$ cat config.mk
export PLATFORM = sky130hd
export DESIGN_NAME = nibble_pack_4to8_flat
export DESIGN_NICKNAME = d
export VERILOG_FILES = /design/src/rtl/nibble_pack_4to8_if.sv /design/src/rtl/nibble_pack_4to8.sv /design/src/flat_wrapper.sv
export SDC_FILE = /design/constraint.sdc
export NUM_CORES = 1
export LEC_CHECK = 0
export ABC_AREA = 0
export BUFFER_PORTS_ARGS = -buffer_cell sky130_fd_sc_hd__clkbuf_2
export CELL_PAD_IN_SITES_DETAIL_PLACEMENT = 1
export CELL_PAD_IN_SITES_GLOBAL_PLACEMENT = 2
export CORE_MARGIN = 2
export CORE_UTILIZATION = 41
export DETAILED_ROUTE_END_ITERATION = 7
export GPL_ROUTABILITY_DRIVEN = 0
export PLACE_DENSITY_LB_ADDON = 0.1
export SKIP_CTS_REPAIR_TIMING = 1
export SLEW_MARGIN = 40
export SYNTH_ARGS = -nofsm -noshare
export SYNTH_HDL_FRONTEND = slang
export SYNTH_SLANG_ARGS = --single-unit
$ cat constraint.sdc
create_clock -name clk -period 2.8 [get_ports clk]
set_input_delay 0.28 -clock clk [delete_from_list [all_inputs] [get_ports clk]]
set_output_delay 0.28 -clock clk [all_outputs]
set_load 0.02 [all_outputs]
$ cat src/rtl/nibble_pack_4to8_if.sv
`default_nettype none
// ============================================================================
// Module      : nibble_pack_4to8_if
// Description : Nibble-in / byte-out handshake bundle for nibble_pack_4to8.
// Revision    : 1.0 - initial release
// ============================================================================
interface nibble_pack_4to8_if #(
    parameter int FIFO_DEPTH = 4
);
    localparam int c_LW = $clog2(FIFO_DEPTH) + 1;

    logic [3:0]      din;
    logic            din_valid;
    logic            din_ready;
    logic            flush;
    logic [7:0]      dout;
    logic            dout_valid;
    logic            dout_ready;
    logic [c_LW-1:0] level;
    logic            odd_pending;

    modport slave (
        input  din, din_valid, flush, dout_ready,
        output din_ready, dout, dout_valid, level, odd_pending
    );

    modport master (
        output din, din_valid, flush, dout_ready,
        input  din_ready, dout, dout_valid, level, odd_pending
    );
endinterface
`default_nettype wire

$ cat src/rtl/nibble_pack_4to8.sv
`default_nettype none
// ============================================================================
// Module      : nibble_pack_4to8
// Description : Packs MSB-first nibble pairs into bytes, buffered in a FWFT FIFO.
// Revision    : 1.0 - initial release
// ============================================================================
module nibble_pack_4to8 #(
    parameter int          FIFO_DEPTH = 4,
    parameter logic [3:0]  PAD_NIBBLE = 4'h0
) (
    input  logic               clk,
    input  logic               rst_n,
    nibble_pack_4to8_if.slave  bus
);
    localparam int c_AW = $clog2(FIFO_DEPTH);
    localparam int c_LW = c_AW + 1;
    localparam logic [c_LW-1:0] c_FULL = c_LW'(FIFO_DEPTH);

    typedef enum logic [0:0] {
        PH_EMPTY = 1'b0,
        PH_HELD  = 1'b1
    } phase_t;

    phase_t          r_phase;
    phase_t          w_phase_next;
    logic [3:0]      r_hold;
    logic [7:0]      r_mem [FIFO_DEPTH];
    logic [c_AW-1:0] r_wr_ptr;
    logic [c_AW-1:0] r_rd_ptr;
    logic [c_LW-1:0] r_count;

    logic            w_full;
    logic            w_din_ready;
    logic            w_accept;
    logic            w_pop;
    logic            w_push;
    logic            w_load_hold;
    logic [7:0]      w_push_data;

    assign w_full      = (r_count == c_FULL);
    // Ready depends only on registered state, never on dout_ready.
    assign w_din_ready = (r_phase == PH_EMPTY) || !w_full;
    assign w_accept    = bus.din_valid && w_din_ready;
    assign w_pop       = (r_count != '0) && bus.dout_ready;

    always_comb begin
        w_phase_next = r_phase;
        w_push       = 1'b0;
        w_load_hold  = 1'b0;
        w_push_data  = {r_hold, bus.din};
        if (w_accept) begin
            if (r_phase == PH_EMPTY) begin
                w_load_hold  = 1'b1;
                w_phase_next = PH_HELD;
            end else begin
                w_push       = 1'b1;
                w_phase_next = PH_EMPTY;
            end
        end else if (bus.flush && (r_phase == PH_HELD) && !w_full) begin
            // A flush only pads when no nibble arrives to complete the pair.
            w_push       = 1'b1;
            w_push_data  = {r_hold, PAD_NIBBLE};
            w_phase_next = PH_EMPTY;
        end
    end

    always_ff @(posedge clk or negedge rst_n) begin
        if (!rst_n) begin
            r_phase <= PH_EMPTY;
            r_hold  <= 4'h0;
        end else begin
            r_phase <= w_phase_next;
            if (w_load_hold) begin
                r_hold <= bus.din;
            end
        end
    end

    always_ff @(posedge clk or negedge rst_n) begin
        if (!rst_n) begin
            for (int i = 0; i < FIFO_DEPTH; i++) begin
                r_mem[i] <= 8'h00;
            end
            r_wr_ptr <= '0;
            r_rd_ptr <= '0;
            r_count  <= '0;
        end else begin
            if (w_push) begin
                r_mem[r_wr_ptr] <= w_push_data;
                r_wr_ptr        <= r_wr_ptr + c_AW'(1);
            end
            if (w_pop) begin
                r_rd_ptr <= r_rd_ptr + c_AW'(1);
            end
            case ({w_push, w_pop})
                2'b10:   r_count <= r_count + c_LW'(1);
                2'b01:   r_count <= r_count - c_LW'(1);
                default: r_count <= r_count;
            endcase
        end
    end

    assign bus.din_ready   = w_din_ready;
    assign bus.dout        = r_mem[r_rd_ptr];
    assign bus.dout_valid  = (r_count != '0);
    assign bus.level       = r_count;
    assign bus.odd_pending = (r_phase == PH_HELD);
endmodule
`default_nettype wire

$ cat src/flat_wrapper.sv
// flat-port wrapper written by rule: the top's interface ports become plain ports
module nibble_pack_4to8_flat 
#(
    parameter int          FIFO_DEPTH = 4,
    parameter logic [3:0]  PAD_NIBBLE = 4'h0
)
  (clk, rst_n, bus_din, bus_din_valid, bus_flush, bus_dout_ready, bus_din_ready, bus_dout, bus_dout_valid, bus_level, bus_odd_pending);
  nibble_pack_4to8_if #(.FIFO_DEPTH(FIFO_DEPTH)) bus_i ();
  input  logic clk;
  input  logic rst_n;
  input wire logic [$bits(bus_i.din)-1:0] bus_din;
  input wire logic [$bits(bus_i.din_valid)-1:0] bus_din_valid;
  input wire logic [$bits(bus_i.flush)-1:0] bus_flush;
  input wire logic [$bits(bus_i.dout_ready)-1:0] bus_dout_ready;
  output wire logic [$bits(bus_i.din_ready)-1:0] bus_din_ready;
  output wire logic [$bits(bus_i.dout)-1:0] bus_dout;
  output wire logic [$bits(bus_i.dout_valid)-1:0] bus_dout_valid;
  output wire logic [$bits(bus_i.level)-1:0] bus_level;
  output wire logic [$bits(bus_i.odd_pending)-1:0] bus_odd_pending;
  assign bus_i.din = bus_din;
  assign bus_i.din_valid = bus_din_valid;
  assign bus_i.flush = bus_flush;
  assign bus_i.dout_ready = bus_dout_ready;
  assign bus_din_ready = bus_i.din_ready;
  assign bus_dout = bus_i.dout;
  assign bus_dout_valid = bus_i.dout_valid;
  assign bus_level = bus_i.level;
  assign bus_odd_pending = bus_i.odd_pending;
  nibble_pack_4to8 #(.FIFO_DEPTH(FIFO_DEPTH), .PAD_NIBBLE(PAD_NIBBLE)) u_core (.clk(clk), .rst_n(rst_n), .bus(bus_i));
endmodule
Word level (Yosys, flattened, before mapping)
Cells that the tools add are included.
{"block": "word_totals", "wordCells": 48, "out_inout_bits": 14, "in_bits": 9, "reg_bits": 44}
{"block": "classes", "reduce_logical": 10, "order_cmp": 3, "n_addsub": 4, "n_eq_ne": 3, "bitwise_logic": 3, "n_mux": 16}
{"cell": "$bwmux W32", "n": 1}
{"cell": "$mux W8", "n": 3}
{"cell": "$bmux W8 S2", "n": 1}
{"cell": "$demux W8 S2", "n": 1}
{"cell": "$mux W4", "n": 2}
{"cell": "$mux W1", "n": 7}
{"cell": "$ge A3 B3 Y1 const B", "n": 2}
{"cell": "$not A2 Y3", "n": 2}
{"cell": "$pmux W3 S2", "n": 1}
{"cell": "$logic_and A1 B1 Y1", "n": 5}
{"cell": "$add A2 B1 Y2 const B", "n": 2}
{"cell": "$reduce_bool A2 Y1", "n": 2}
{"cell": "$add A3 B1 Y3 const B", "n": 1}
{"cell": "$eq A3 B3 Y1 const B", "n": 1}
{"cell": "$lt A3 B1 Y1 const B", "n": 1}
{"cell": "$reduce_bool A3 Y1", "n": 1}
{"cell": "$sub A3 B1 Y3 const B", "n": 1}
{"cell": "$eq A2 B1 Y1 const B", "n": 1}
{"cell": "$eq A2 B2 Y1 const B", "n": 1}
{"cell": "$logic_not A1 Y1", "n": 1}
{"cell": "$logic_or A1 B1 Y1", "n": 1}
{"cell": "$not A1 Y1", "n": 1}

Longest topological paths before layout
{"block": "depth", "depth_word": 7, "ltp_mapped": 10, "mapped_depth_nobuf": 9}

Worst setup path after synthesis
No wires, ideal clock.
{"block": "synth_path", "kind": "register to register", "startpoint": "reg u_core.r_count[2] (netlist: u_core.bus.level[2])", "endpoint": "reg u_core.r_count[2] (netlist: u_core.bus.level[2])", "stages_incl_launch_ff": 11, "required_ps": 2720, "setup_ps": 80, "t_arrival_ps": 2222, "n_path_buf": 1, "slack_ps": 498, "synth_period_minus_slack_ps": 2302, "cell_sequence": "dfrtp_1 > or3b_4 > buf_6 > o211a_4 > inv_1 > ha_1 > inv_1 > fa_1 > xor2_1 > nor2_1 > xor2_1"}
{"block": "synth_via", "elab_chain_len": 7, "word_cells_on_any_way": 15, "classes_between": "add/sub: 2; eq/ne: 3; mux: 3; reduce/logical: 7"}
{"element": "start, declared", "line_no": "nibble_pack_4to8.sv:30", "rtl": "logic [c_LW-1:0] r_count;"}
{"element": "start signal, assigned", "line_no": "nibble_pack_4to8.sv:96", "rtl": "2'b10: r_count <= r_count + c_LW'(1);"}
{"element": "start signal, assigned", "line_no": "nibble_pack_4to8.sv:97", "rtl": "2'b01: r_count <= r_count - c_LW'(1);"}
{"element": "start signal, assigned", "line_no": "nibble_pack_4to8.sv:98", "rtl": "default: r_count <= r_count;"}
{"element": "$eq A3 B3 Y1", "line_no": "nibble_pack_4to8.sv:40", "rtl": "assign w_full = (r_count == c_FULL);"}
{"element": "$logic_not A1 Y1", "line_no": "nibble_pack_4to8.sv:42, nibble_pack_4to8.sv:59"}
{"element": "$logic_and A1 B1 Y1 / $logic_or A1 B1 Y1 (equally long branches)", "line_no": "nibble_pack_4to8.sv:59, nibble_pack_4to8.sv:42"}
{"element": "$mux W1 / $logic_and A1 B1 Y1 (equally long branches)", "line_no": "nibble_pack_4to8.sv:59, nibble_pack_4to8.sv:43"}
{"element": "$mux W1", "line_no": "nibble_pack_4to8.sv:51", "rtl": "if (w_accept) begin"}
{"element": "$eq A2 B1 Y1 / $eq A2 B2 Y1 (equally long branches)", "line_no": "nibble_pack_4to8.sv:95", "rtl": "case ({w_push, w_pop})"}
{"element": "$pmux W3 S2 / $reduce_bool A2 Y1 (equally long branches)"}
Several ways; a longest one is shown, not always the timed one.
A chain may end at the register's enable or synchronous reset.

Worst setup path in the final report
Ends and elaborated chain as after synthesis.

==> impl_summary.log <==
[metrics] final layout net count: ~180
[metrics] Total GRT Usage: 0.1835
[metrics] worst slew pin tran: about 640 ps
[metrics] primary flip-flop cell chosen by synthesis mapping: sky130_fd_sc_hd__dfrtp_1
[metrics] Critical Path RT: ~3000 ps
[metrics] die width: roughly 75 µm
[metrics] crit share post-route: 0.8344
[metrics] distinct cell type count after synthesis: 28
[metrics] nature of the critical path startpoint: flop
[metrics] mux share of post-synthesis cell area: 0.2146
[metrics] global route overflow: 0
[metrics] count of port buffers added during placement: 22
[metrics] Hold/Removal Path Class: in -> async
[metrics] yosys warns: 0
[metrics] number of buffers inserted during clock tree synthesis: 5
[metrics] Cells after Synth: 139
[metrics] overall die height: 75.16 µm
[metrics] Synth Area in Simple Gates: 0.06751
[metrics] unrepaired setup endpoints after global routing: false
[metrics] largest net degree at the start of global routing: 45
[metrics] maximum buffer depth of the clock tree: 2
[metrics] Avg WL per Cell: approximately 19 µm
[metrics] adder-cell share of the synthesized area: 0.03978
[metrics] final number of max-transition violations: 0
[metrics] area overhead of the layout relative to synthesis: 12.54%
[metrics] routed wl met2: around 2.3 mm
[metrics] clock latency reported for the late side of the worst-skew pair: approximately 300 ps
[metrics] Finished Core Util: 0.4849
[metrics] setup skew after layout: around 4 ps
[metrics] placement-stage worst setup slack: between 400 and 500 ps
[metrics] critical path's slowest cell: sky130_fd_sc_hd__or3b_4
[metrics] flop and latch count out of synthesis: 44
[metrics] Initial DRT Pass Iterations: 4
[metrics] number of antenna violations at the first check in global routing: 0
[metrics] outcome: complete, no violations
[metrics] Reg clk slew, reported paths: 80 ps
[metrics] static leakage: 1.095 nW
[metrics] clk root buf: sky130_fd_sc_hd__clkbuf_8
[metrics] Pwr Density: about 1300 mW/mm²
[metrics] worst IR drop on VDD: about 0.54 mV
[metrics] global-route wire length before repair: around 7.5 mm
[metrics] DRT iter0 DRCs: about 100
[metrics] share of the yosys chip area belonging to registers: 0.5304
[metrics] via count of the first global-routing pass: approximately 1400
[metrics] area fraction in compound gates after synthesis: 0.1001
[metrics] arrival time at the worst endpoint: roughly 2600 ps
[metrics] main combinational cell family by area after synthesis: multiplexers
[metrics] endpoints failing hold: 0
[metrics] Initial Util: 0.4309
[metrics] total length of routed wires: about 4.5 mm
[metrics] Finish-stage setup viols: 0
[metrics] Residual DRC: 0
[metrics] Post-synth EDFFs: 0
[metrics] area share of xor/xnor cells in the synthesized design: 0.02532
[metrics] full die area: about 0.0056 mm²
[metrics] Post-Syn Area: 0.002076 mm²
[metrics] fraction of final layout cells with drive strength greater than 1: 0.4121
[metrics] cell area after placement: roughly 0.0022 mm²
[metrics] row cnt: 25
[metrics] Max-Cap Viols: 0
[metrics] number of nets with antenna violations after detailed routing: 0
[metrics] worst setup path class: reg -> reg
[metrics] Post-Route M1 WL: roughly 1.9 mm
[metrics] CP Max Fanout: 13
[metrics] time the worst path needs with I/O delays and setup: 2336 ps
[metrics] nature of the critical path endpoint: flop
[metrics] H-tree depth reported by CTS: 2
[metrics] total I/O pin count: 23
[metrics] core area: about 0.0048 mm²
[metrics] sinks on the clock net: between 40 and 50
[metrics] Achievable Freq: 428.0 MHz
[metrics] share of flip-flops with an asynchronous set or reset after synthesis: 1.000
[metrics] crit-path cells: or3b_4, o211a_4, inv_1, ha_1, inv_1, fa_1, xor2_1, nor2_1, xor2_1
[metrics] ratio of routed vias to standard cells: between 5 and 6
[metrics] DR WL met3: ~240 µm
[metrics] power after layout: approximately 3 mW
[metrics] DP HPWL: 3.251 mm
[metrics] average size of a mapped cell: between 10 and 15 µm²
[metrics] accumulated negative setup slack: 0 ps
[metrics] highest metal layer with signal wires: met4
[metrics] number of vias after detailed routing: roughly 1300
[metrics] number of nets in the synthesized netlist: 154
[metrics] worst max-slew margin expressed relative to the limit: 0.5717
[metrics] clock tree from TritonCTS: done
[metrics] ant diodes: 0
[metrics] final design area excluding fillers: ~0.0023 mm²
[metrics] final worst slack: around 460 ps
[metrics] Largest stage delay, worst path: ~480 ps
==> power breakdown <==
group / switching [mW] / total, mW / internal (mW)
combinational: 0.654 / 1.39 / 0.741
clock: 0.220 / 0.394 / 0.174
sequential: 0.307 / 1.26 / 0.954
total: 1.18 / 3.05 / 1.87
==> flip-flops by register name, summed over array words and instances, names as in the netlist <==
name	cells
u_core.bus.level	3
u_core.bus.odd_pending	1
u_core.r_hold	4
u_core.r_mem	32
u_core.r_rd_ptr	2
u_core.r_wr_ptr	2
==> critical path, delay by kind of cell (launching register included) <==
kind            cells  cell delay (ps)
simple gates        2              590
buf+inv             2              140
xor+xnor            2              320
flops               1              440
compound gates      1              190
fa+ha+maj           2              580
==> final timing paths <==
path | start | end | slack, ps | depth (start not counted)
min reg2reg | u_core.r_mem[27] | u_core.r_mem[27] | 500 | 1
max in group asynchronous | rst_n | u_core.r_mem[31] | 2380 | 1
max | u_core.bus.level[2] | u_core.bus.level[2] | 460 | 9
min in group clk | bus_din[3] | u_core.r_hold[3] | 250 | 2
max reg2reg | u_core.bus.level[2] | u_core.bus.level[2] | 460 | 9
min | rst_n | u_core.bus.odd_pending | 8 | 1
==> synth_stat cells, drive strengths merged, types with 4 or more instances <==
| cell | number | area (µm²) |
|---|---|---|
| mux4 | 8 | 180.2 |
| and2 | 5 | 33.79 |
| mux2 | 21 | 255.2 |
| inv | 6 | 22.52 |
| and3 | 4 | 45.04 |
| nand2 | 5 | 18.77 |
| o211a | 5 | 57.56 |
| dfrtp | 44 | 1101 |
| a22o | 16 | 140.1 |
| ha | 5 | 62.56 |
==> per-stage QoR <==
stage | cells | hold slack, ps
final | 232 | 7.661
after global routing | 232 | 48.45
after CTS | 232 | 35.12
after detailed placement | 224 | 361.0
after global placement | 224 | 477.1
after floorplan | 139 | -15.59
==> per-layer routing <==
| metal | track usage | up-vias |
|---|---|---|
| li1 | - | 566 |
| met2 | 0.3002 | 33 |
| met5 | 0 | - |
| met1 | 0.2452 | 660 |
| met4 | 0.05263 | 0 |
| met3 | 0.04418 | 5 |
==> logic make-up after synthesis <==
logic type	count (synthesis)
AOI/OAI and AO/OA	22
and+or+nand+nor	21
adders and majority gates	6
xor gates and xnor gates	6
buffers and inverters	10
muxes	30
DFF	44
==> final cells by class <==
class / count / area (µm²)
Fill cell: 513 / 2481
Sequential cell: 44 / 1101
Multi-Input combinational cell: 85 / 928.4
Timing Repair Buffer: 22 / 112.6
Tap cell: 67 / 83.83
Clock buffer: 5 / 68.82
Inverter: 6 / 22.52
Clock inverter: 3 / 18.77
==> cells in the final DEF (no fill, tap or decap), drive strengths merged <==
| cell type | count |
|---|---|
| clkinv | 3 |
| a22o | 16 |
| fa | 1 |
| mux2i | 1 |
| xnor2 | 3 |
| inv | 6 |
| o211a | 5 |
| or3 | 1 |
| nor2 | 3 |
| and2 | 5 |
| mux2 | 21 |
| mux4 | 8 |
| nand4 | 1 |
| clkbuf | 27 |
| nand2b | 1 |
| nand2 | 5 |
| ha | 5 |
| or3b | 1 |
| dfrtp | 44 |
| xor2 | 3 |
| and3 | 4 |
| o31a | 1 |
Power figures use the tool's default switching activity.
